==> config.mk <==
export PLATFORM = sky130hd
export DESIGN_NAME = cla_mp_sequencer
export DESIGN_NICKNAME = d
export VERILOG_FILES = /design/src/rtl/cla_mp_sequencer.sv
export SDC_FILE = /design/constraint.sdc
export NUM_CORES = 1
export LEC_CHECK = 0
export CORE_MARGIN = 4
export CORE_UTILIZATION = 25
export DETAILED_ROUTE_END_ITERATION = 10
export GPL_TIMING_DRIVEN = 0
export MAX_ROUTING_LAYER = met4
export RECOVER_POWER = 50
export SYNTH_ARGS = -nofsm -noshare
export SYNTH_HDL_FRONTEND = slang
export SYNTH_SLANG_ARGS = --single-unit
==> constraint.sdc <==
create_clock -name clk -period 5.7 [get_ports clk]
set_input_delay 1.14 -clock clk [delete_from_list [all_inputs] [get_ports clk]]
set_output_delay 1.14 -clock clk [all_outputs]
set_load 0.05 [all_outputs]
==> src/rtl/cla_mp_sequencer.sv <==
// Multi-precision add/subtract sequencer.
// A single DATA_WID-bit carry-lookahead slice is reused once per word, LSW first.
// The carry between words is held in a register.

// Parallel-prefix carry-lookahead adder used as the shared slice.
module cla_adder #(
    parameter int unsigned WIDTH = 16
) (
    input  logic [WIDTH-1:0] a,
    input  logic [WIDTH-1:0] b,
    input  logic             cin,
    output logic [WIDTH-1:0] sum,
    output logic             cout
);

    localparam int unsigned LEVELS = (WIDTH > 1) ? $clog2(WIDTH) : 0;

    logic [WIDTH-1:0] prop;
    logic [WIDTH-1:0] gen_lvl  [0:LEVELS];
    logic [WIDTH-1:0] prop_lvl [0:LEVELS];
    logic [WIDTH:0]   carry;

    // Kogge-Stone prefix tree. Carry-in is folded into bit 0's generate, so a
    // group reaching bit 0 needs no propagate term.
    always_comb begin
        prop        = a ^ b;
        gen_lvl[0]  = a & b;
        gen_lvl[0][0] = (a[0] & b[0]) | (prop[0] & cin);
        prop_lvl[0] = prop;
        for (int l = 0; l < int'(LEVELS); l++) begin
            gen_lvl[l+1]  = gen_lvl[l] | (prop_lvl[l] & (gen_lvl[l] << (1 << l)));
            prop_lvl[l+1] = prop_lvl[l] & (prop_lvl[l] << (1 << l));
        end
        carry = {gen_lvl[LEVELS], cin};
        sum   = prop ^ carry[WIDTH-1:0];
        cout  = carry[WIDTH];
    end

endmodule

// Sequencer: accept operands, run WORDS slice additions, hold result until taken.
module cla_mp_sequencer #(
    parameter int unsigned DATA_WID = 16,
    parameter int unsigned WORDS    = 4
) (
    input  logic                      clk,
    input  logic                      rst_n,
    input  logic                      in_valid,
    output logic                      in_ready,
    input  logic                      op_sub,
    input  logic [WORDS*DATA_WID-1:0] a,
    input  logic [WORDS*DATA_WID-1:0] b,
    input  logic                      carry_in,
    output logic                      out_valid,
    input  logic                      out_ready,
    output logic [WORDS*DATA_WID-1:0] result,
    output logic                      carry_out,
    output logic                      overflow
);

    localparam int unsigned TOT_WID = WORDS * DATA_WID;
    localparam int unsigned IDX_W   = (WORDS > 1) ? $clog2(WORDS) : 1;
    localparam logic [IDX_W-1:0] LAST_IDX = IDX_W'(WORDS - 1);

    typedef enum logic [1:0] {StIdle, StRun, StDone} state_e;

    state_e             state_q, state_d;
    logic [IDX_W-1:0]   idx_q;
    logic [TOT_WID-1:0] a_q;
    logic [TOT_WID-1:0] b_q;
    logic               c_q;
    logic [TOT_WID-1:0] result_q;
    logic               carry_out_q;
    logic               overflow_q;

    logic [DATA_WID-1:0] slice_a;
    logic [DATA_WID-1:0] slice_b;
    logic [DATA_WID-1:0] slice_sum;
    logic                slice_cout;
    logic                accept;
    logic                last_word;

    assign slice_a   = a_q[idx_q*DATA_WID +: DATA_WID];
    assign slice_b   = b_q[idx_q*DATA_WID +: DATA_WID];
    assign accept    = in_valid && in_ready;
    assign last_word = (idx_q == LAST_IDX);

    cla_adder #(
        .WIDTH (DATA_WID)
    ) u_slice (
        .a    (slice_a),
        .b    (slice_b),
        .cin  (c_q),
        .sum  (slice_sum),
        .cout (slice_cout)
    );

    // State register.
    always_ff @(posedge clk or negedge rst_n) begin
        if (!rst_n) begin
            state_q <= StIdle;
        end else begin
            state_q <= state_d;
        end
    end

    // Next-state logic.
    always_comb begin
        state_d = state_q;
        unique case (state_q)
            StIdle:  if (accept)    state_d = StRun;
            StRun:   if (last_word) state_d = StDone;
            StDone:  if (out_ready) state_d = StIdle;
            default: state_d = StIdle;
        endcase
    end

    // Handshake outputs decoded from state.
    always_comb begin
        in_ready  = (state_q == StIdle);
        out_valid = (state_q == StDone);
    end

    // Datapath: operand capture, per-word accumulate, flags on the final word.
    always_ff @(posedge clk or negedge rst_n) begin
        if (!rst_n) begin
            idx_q       <= '0;
            a_q         <= '0;
            b_q         <= '0;
            c_q         <= 1'b0;
            result_q    <= '0;
            carry_out_q <= 1'b0;
            overflow_q  <= 1'b0;
        end else begin
            if (state_q == StIdle && accept) begin
                a_q   <= a;
                b_q   <= op_sub ? ~b : b;
                c_q   <= carry_in;
                idx_q <= '0;
            end else if (state_q == StRun) begin
                result_q[idx_q*DATA_WID +: DATA_WID] <= slice_sum;
                c_q <= slice_cout;
                if (last_word) begin
                    idx_q       <= '0;
                    carry_out_q <= slice_cout;
                    // Sign of the MSW sum disagrees with equal-signed operands.
                    overflow_q  <= (a_q[TOT_WID-1] == b_q[TOT_WID-1]) &&
                                   (slice_sum[DATA_WID-1] != a_q[TOT_WID-1]);
                end else begin
                    idx_q <= idx_q + 1'b1;
                end
            end
        end
    end

    assign result    = result_q;
    assign carry_out = carry_out_q;
    assign overflow  = overflow_q;

endmodule

Word-level counts from Yosys, hierarchy flattened
Cells that the tools add are included.
W data, S select, Z words.

word-level totals
  flip-flop bits (word level) = 199
  bits of input ports = 134
  output and inout port bits = 68
  word-level logic and storage cells = 60

cells by class
  add/sub/neg operators = 2
  equality and inequality tests = 8
  shift operators = 4
  muxes and demuxes = 11
  bitwise operators = 19
  reduce and logical (&&, ||, !) cells = 8

operator list
  kind                        number
  $and A16 B16 Y16            8
  $shiftx A64 B7 Y16          2
  $bwmux W64                  1
  $mux W64                    1
  $not A64 Y64                1
  $or A16 B16 Y16             4
  $shift A16 B34 Y64 const A  1
  $shiftx A16 B34 Y64         1
  $neg A6 Y34                 1
  $xor A16 B16 Y16            2
  $mux W2                     6
  $pmux W2 S3                 1
  $reduce_and A3 Y1           2
  $eq A2 B2 Y1 const B        2
  $ne A2 B1 Y1 const B        2
  $logic_and A1 B1 Y1         3
  $add A2 B1 Y2 const B       1
  $and A1 B1 Y1               2
  $eq A2 B1 Y1 const B        1
  $logic_not A2 Y1            1
  $mux W1                     2
  $ne A2 B2 Y1 const B        1
  $reduce_and A2 Y1           1
  $reduce_bool A2 Y1          1
  4 further kinds             4

Depth between registers and ports, before layout
  depth after elaboration = 15
  mapped depth = 11
  gate-level depth less buffers = 9

Hierarchy
From an unflattened synthesis, not the netlist that was laid out.

second synthesis, totals
  cell total of the unflattened synthesis = 752
  area total of the unflattened synthesis = 9,535.4 µm²

by module, submodules not included
  module            times used  cells an instance  area each (µm²)  seq. area each (µm²)
  cla_mp_sequencer  1           643                8,719.6          4,979.8
  cla_adder         1           109                815.8            0.0

Worst setup path after synthesis
Ideal clock, no wire load.

  path kind = flip-flop to flip-flop
  start point = register idx_q[0]
  end point = register c_q
  library setup time = 135 ps
  arrival time = 3,412 ps
  required time = 5,565 ps
  path slack = 2,153 ps
  cell stages (with the launch flop) = 12
  buffers on the path = 2
  period minus slack after synthesis = 3,547 ps
  path through = dfrtp_1 -> buf_2 -> buf_2 -> mux4_2 -> fa_1 -> fa_1 -> a21oi_2 -> o21ai_4 -> a211oi_2 -> o31ai_2 -> a221oi_1 -> o21ai_0

between the ends
  cells in the longest elaborated chain, start to end = 14
  elaborated cells on any way between the ends = 20
  those cells by class = shift: 2; mux: 2; bitwise: 16

ends and longest elaborated chain
  item                                   RTL line  text
  start, declared                        68        logic [IDX_W-1:0] idx_q;
  start signal, assigned                 150       idx_q <= idx_q + 1'b1;
  $shiftx A64 B7 Y16 (on tied branches)  83, 84
  $xor A16 B16 Y16                       26        prop = a ^ b;
  $and A1 B1 Y1                          28        gen_lvl[0][0] = (a[0] & b[0]) | (prop[0] & cin);
  $or A1 B1 Y1                           28
  $and A16 B16 Y16                       31        gen_lvl[l+1] = gen_lvl[l] | (prop_lvl[l] & (gen_lvl[l] << (1 << l)));
  $or A16 B16 Y16                        31
  $and A16 B16 Y16                       31
  $or A16 B16 Y16                        31
  $and A16 B16 Y16                       31
  $or A16 B16 Y16                        31
  $and A16 B16 Y16                       31
  $or A16 B16 Y16 *                      31
  $mux W1 *                              140       end else if (state_q == StRun) begin
  $mux W1 *                              135       if (state_q == StIdle && accept) begin
  end signal, assigned                   138       c_q <= carry_in;
  end signal, assigned                   142       c_q <= slice_cout;
  end, declared                          71        logic c_q;

Mark *: on every way between the ends. The rest lies on a longest branch, timed or not. The select of a mux whose other input is x is not followed.
A chain may end at the register's enable or synchronous reset.

Worst setup path after layout
  start point = register idx_q[1]
  end point = register result_q[26] (netlist: result[26])

between the ends
  cells in the longest elaborated chain, start to end = 14
  elaborated cells on any way between the ends = 23
  those cells by class = add/sub: 1; shift: 4; mux: 1; bitwise: 17

ends and longest elaborated chain
  item                                                        RTL line  text
  $shiftx A64 B7 Y16 (on tied branches)                       83, 84
  $xor A16 B16 Y16                                            26
  $and A1 B1 Y1                                               28
  $or A1 B1 Y1                                                28
  $and A16 B16 Y16 / $or A16 B16 Y16 (equally long branches)  31
  $or A16 B16 Y16 / $and A16 B16 Y16 (equally long branches)  31
  $and A16 B16 Y16 / $or A16 B16 Y16 (equally long branches)  31
  $or A16 B16 Y16 / $and A16 B16 Y16 (equally long branches)  31
  $and A16 B16 Y16 / $or A16 B16 Y16 (equally long branches)  31
  $or A16 B16 Y16 / $and A16 B16 Y16 (equally long branches)  31
  $or A16 B16 Y16                                             31
  $xor A16 B16 Y16                                            35        sum = prop ^ carry[WIDTH-1:0];
  $shiftx A16 B34 Y64                                         141       result_q[idx_q*DATA_WID +: DATA_WID] <= slice_sum;
  $bwmux W64 *                                                141
  end signal, assigned by index                               141
  end, declared                                               72        logic [TOT_WID-1:0] result_q;

Mark *: on every way between the ends. The rest lies on a longest branch, timed or not.

==> results.toml <==
[synthesis]
synthesis.nets = 920
syn_area_sq_um = 9480
avgSynthCellArea_sq_um = 12.4
synth_seq_cells = 199
synth-edff-count = 0
async_flop_share = 1.00
synthCells = 763
synth_flop_cell = "dfrtp_1"
ys_warn_count = 0
ys_seq_area_frac = 0.525
synth_cell_types = 50

[floorplan]
num_rows = 71
core_sq_um = 37500
die_h_um = 203
num_io_pins = 202
start_util = 0.253
die_area_sq_um = 41100
die_width_um = 203

[timing]
setup_violations = 0
maxSlewViolCount = 119
rsz0062_at_grt = "false"
final.min_clock_period_ns = 4.49
post-route-period-util = 0.789
fin_skew_ns = 0.0136
worst_pin_slew_ns = 3.02
whs_ns = 0.497
relSlewSlack = -1.01
fmax_mhz = 222
hold_violations = 0

[clock_tree]
clk_path_buf_depth = 2
cts_sinks = 199
h-tree-depth = 4
insertion_delay_ns = 0.46
post_cts_buffers = 0
root_buffer = "clkbuf_16"
cts_tree = "yes"
path_clk_slew_ns = 0.08
hold_buffers = 0
cts_buffers = 17
cts.repair.resized = 0

[global_routing]
grt_usage = 0.151
grt_pass1_vias = 7328
overflow = 0
grt_pass1_wl_um = 45300
grt_max_degree = 120
antenna_found_initial = 0

[drt]
wirelength_um = 30200
ant_nets = 0
drt_first_pass_iters = 5
wl_per_cell_um = 20.0
vias = 6927
routed_via_density = 4.59
drt_iter0_markers = 440
drc = 0

[critical_path]
end_kind = "register"
path_max_fanout = 10
start_kind = "register"
slowest_delay_ns = 0.71
crit_arrival_ns = 4.88
critPathSlowestCell = "clkbuf_1"
crit_buf_inv = 2
crit_type = "reg -> reg"
worst-r2r-cell-count = 11
critPathRequiredTime_ns = 6.09
cp_num_cells = 11
cp_top_family = "buffers and inverters"
worstPathCellList = "clkbuf_1 > clkbuf_1 > mux4_2 > fa_1 > fa_1 > a21oi_2 > o21ai_4 > a211oi_2 > nor3_1 > xor2_1 > a22o_1"

[final_layout]
antenna_cells = 0
syn_to_final_growth_pct = 34.7
final_common_cell = "dfrtp_1"
layout_common_cells = "dfrtp_1, clkdlybuf4s50_1, nor2_1, a21oi_1, xnor2_1"
post_route_cells_drive_above_1_share = 0.165
ff_latch_area_sq_um = 4980
multi_input_area_sq_um = 4240
nets = 1141
design_area_sq_um = 12800
fillCellCount = 3817

[place]
io_buffers = 200
place.gp.congestion = 0.817
dpl_cell_area_sq_um = 12200
place.detailed.hpwl_um = 23400

[min_path]
worstHoldPathType = "reg -> reg"
holdPathStages = 2

[run_status]
outcome = "complete, but fails checks"
violations = "max-capacitance violations, max-slew violations"

[job]
cap_viol_max_count = 1
## kinds of logic (layout without fill, tap and decap cells)
family / after synthesis / after routing / synth area share
DFF: 199 / 199 / 0.525
AOI/OAI and AO/OA: 183 / 183 / 0.133
and+or+nand+nor: 127 / 127 / 0.0561
muxes: 97 / 97 / 0.153
xor gates and xnor gates: 77 / 77 / 0.0727
buffers and inverters: 57 / 291 / 0.0272
adders and majority gates: 23 / 23 / 0.0320
## stage by stage
| step | setup TNS, ns | worst slack, ns | cells | utilization |
|---|---|---|---|---|
| global route | 0 | 0.918 | 1508 | 0.340 |
| CTS | 0 | 1.11 | 1508 | 0.341 |
| finish | 0 | 1.21 | 1508 | 0.340 |
| detailed placement | 0 | 1.14 | 1476 | 0.325 |
| floorplan | 0 | 2.15 | 763 | - |
| global placement | -991.20 | -5.01 | 1474 | 0.323 |
## final cells by class
type,count,share of cell area
buffer,53,0.0184
clock buffer,17,0.0333
clock inverter,15,0.0152
inverter,4,0.00118
multi-input combinational,507,0.332
sequential,199,0.390
tap,511,0.0501
timing repair buffer,202,0.159
## worst min-delay path, stage by stage, from the launching register on
cell and delay [ns]:
dfrtp_1 0.35, nand2_1 0.05, o21ai_0 0.06
## flip-flops by register name, indices dropped and copies added (netlist names)
name and cells:
idx_q 2, carry_out 1, b_q 64, overflow 1, result 64, state_q 2
a_q 64, c_q 1
## path summary, 6_finish.rpt
kind	to	slack [ns]	start
max in group asynchronous	a_q[11]$_DFFE_PN0P_	2.02	rst_n
setup / recovery	result[26]$_DFFE_PN0P_	1.21	idx_q[1]$_DFFE_PN0P_
hold reg to reg	result[63]$_DFFE_PN0P_	0.50	result[63]$_DFFE_PN0P_
min in group asynchronous	result[26]$_DFFE_PN0P_	1.91	rst_n
hold / removal	result[63]$_DFFE_PN0P_	0.50	result[63]$_DFFE_PN0P_
setup reg to reg	result[26]$_DFFE_PN0P_	1.21	idx_q[1]$_DFFE_PN0P_
## metal layers
metal,vias up,wire [um],part of all wire,GRT usage
met3,25,1730,0.057,0.0329
met4,0,455,0.015,0.0371
met5,-,0,0,-
met2,226,14600,0.49,0.242
li1,3188,-,-,-
met1,3488,13300,0.44,0.196
## synthesized netlist by cell type (all sizes together) (2+ instances only)
master / number / area [sq um]
xor2: 5 / 43.8
fa: 2 / 40.0
nand2: 30 / 113
xnor2: 72 / 646
mux2: 64 / 721
o21bai: 3 / 22.5
a31oi: 3 / 25.0
a21oi: 77 / 397
and3: 3 / 18.8
and2: 2 / 12.5
buf: 34 / 171
o211ai: 3 / 27.5
nand2b: 3 / 18.8
a22o: 53 / 464
a21o: 7 / 52.6
a211oi: 5 / 52.6
nand4: 6 / 37.5
nor2: 74 / 278
inv: 4 / 15.0
o31ai: 3 / 27.5
a211o: 2 / 17.5
or3: 2 / 12.5
o21ai: 22 / 121
ha: 21 / 263
mux4: 32 / 721
clkbuf: 19 / 71.3
dfrtp: 199 / 4980
nor3: 2 / 10.0
Power is not shown: default switching activity piles up to over one toggle a cycle in this logic, so the estimate is an artifact.
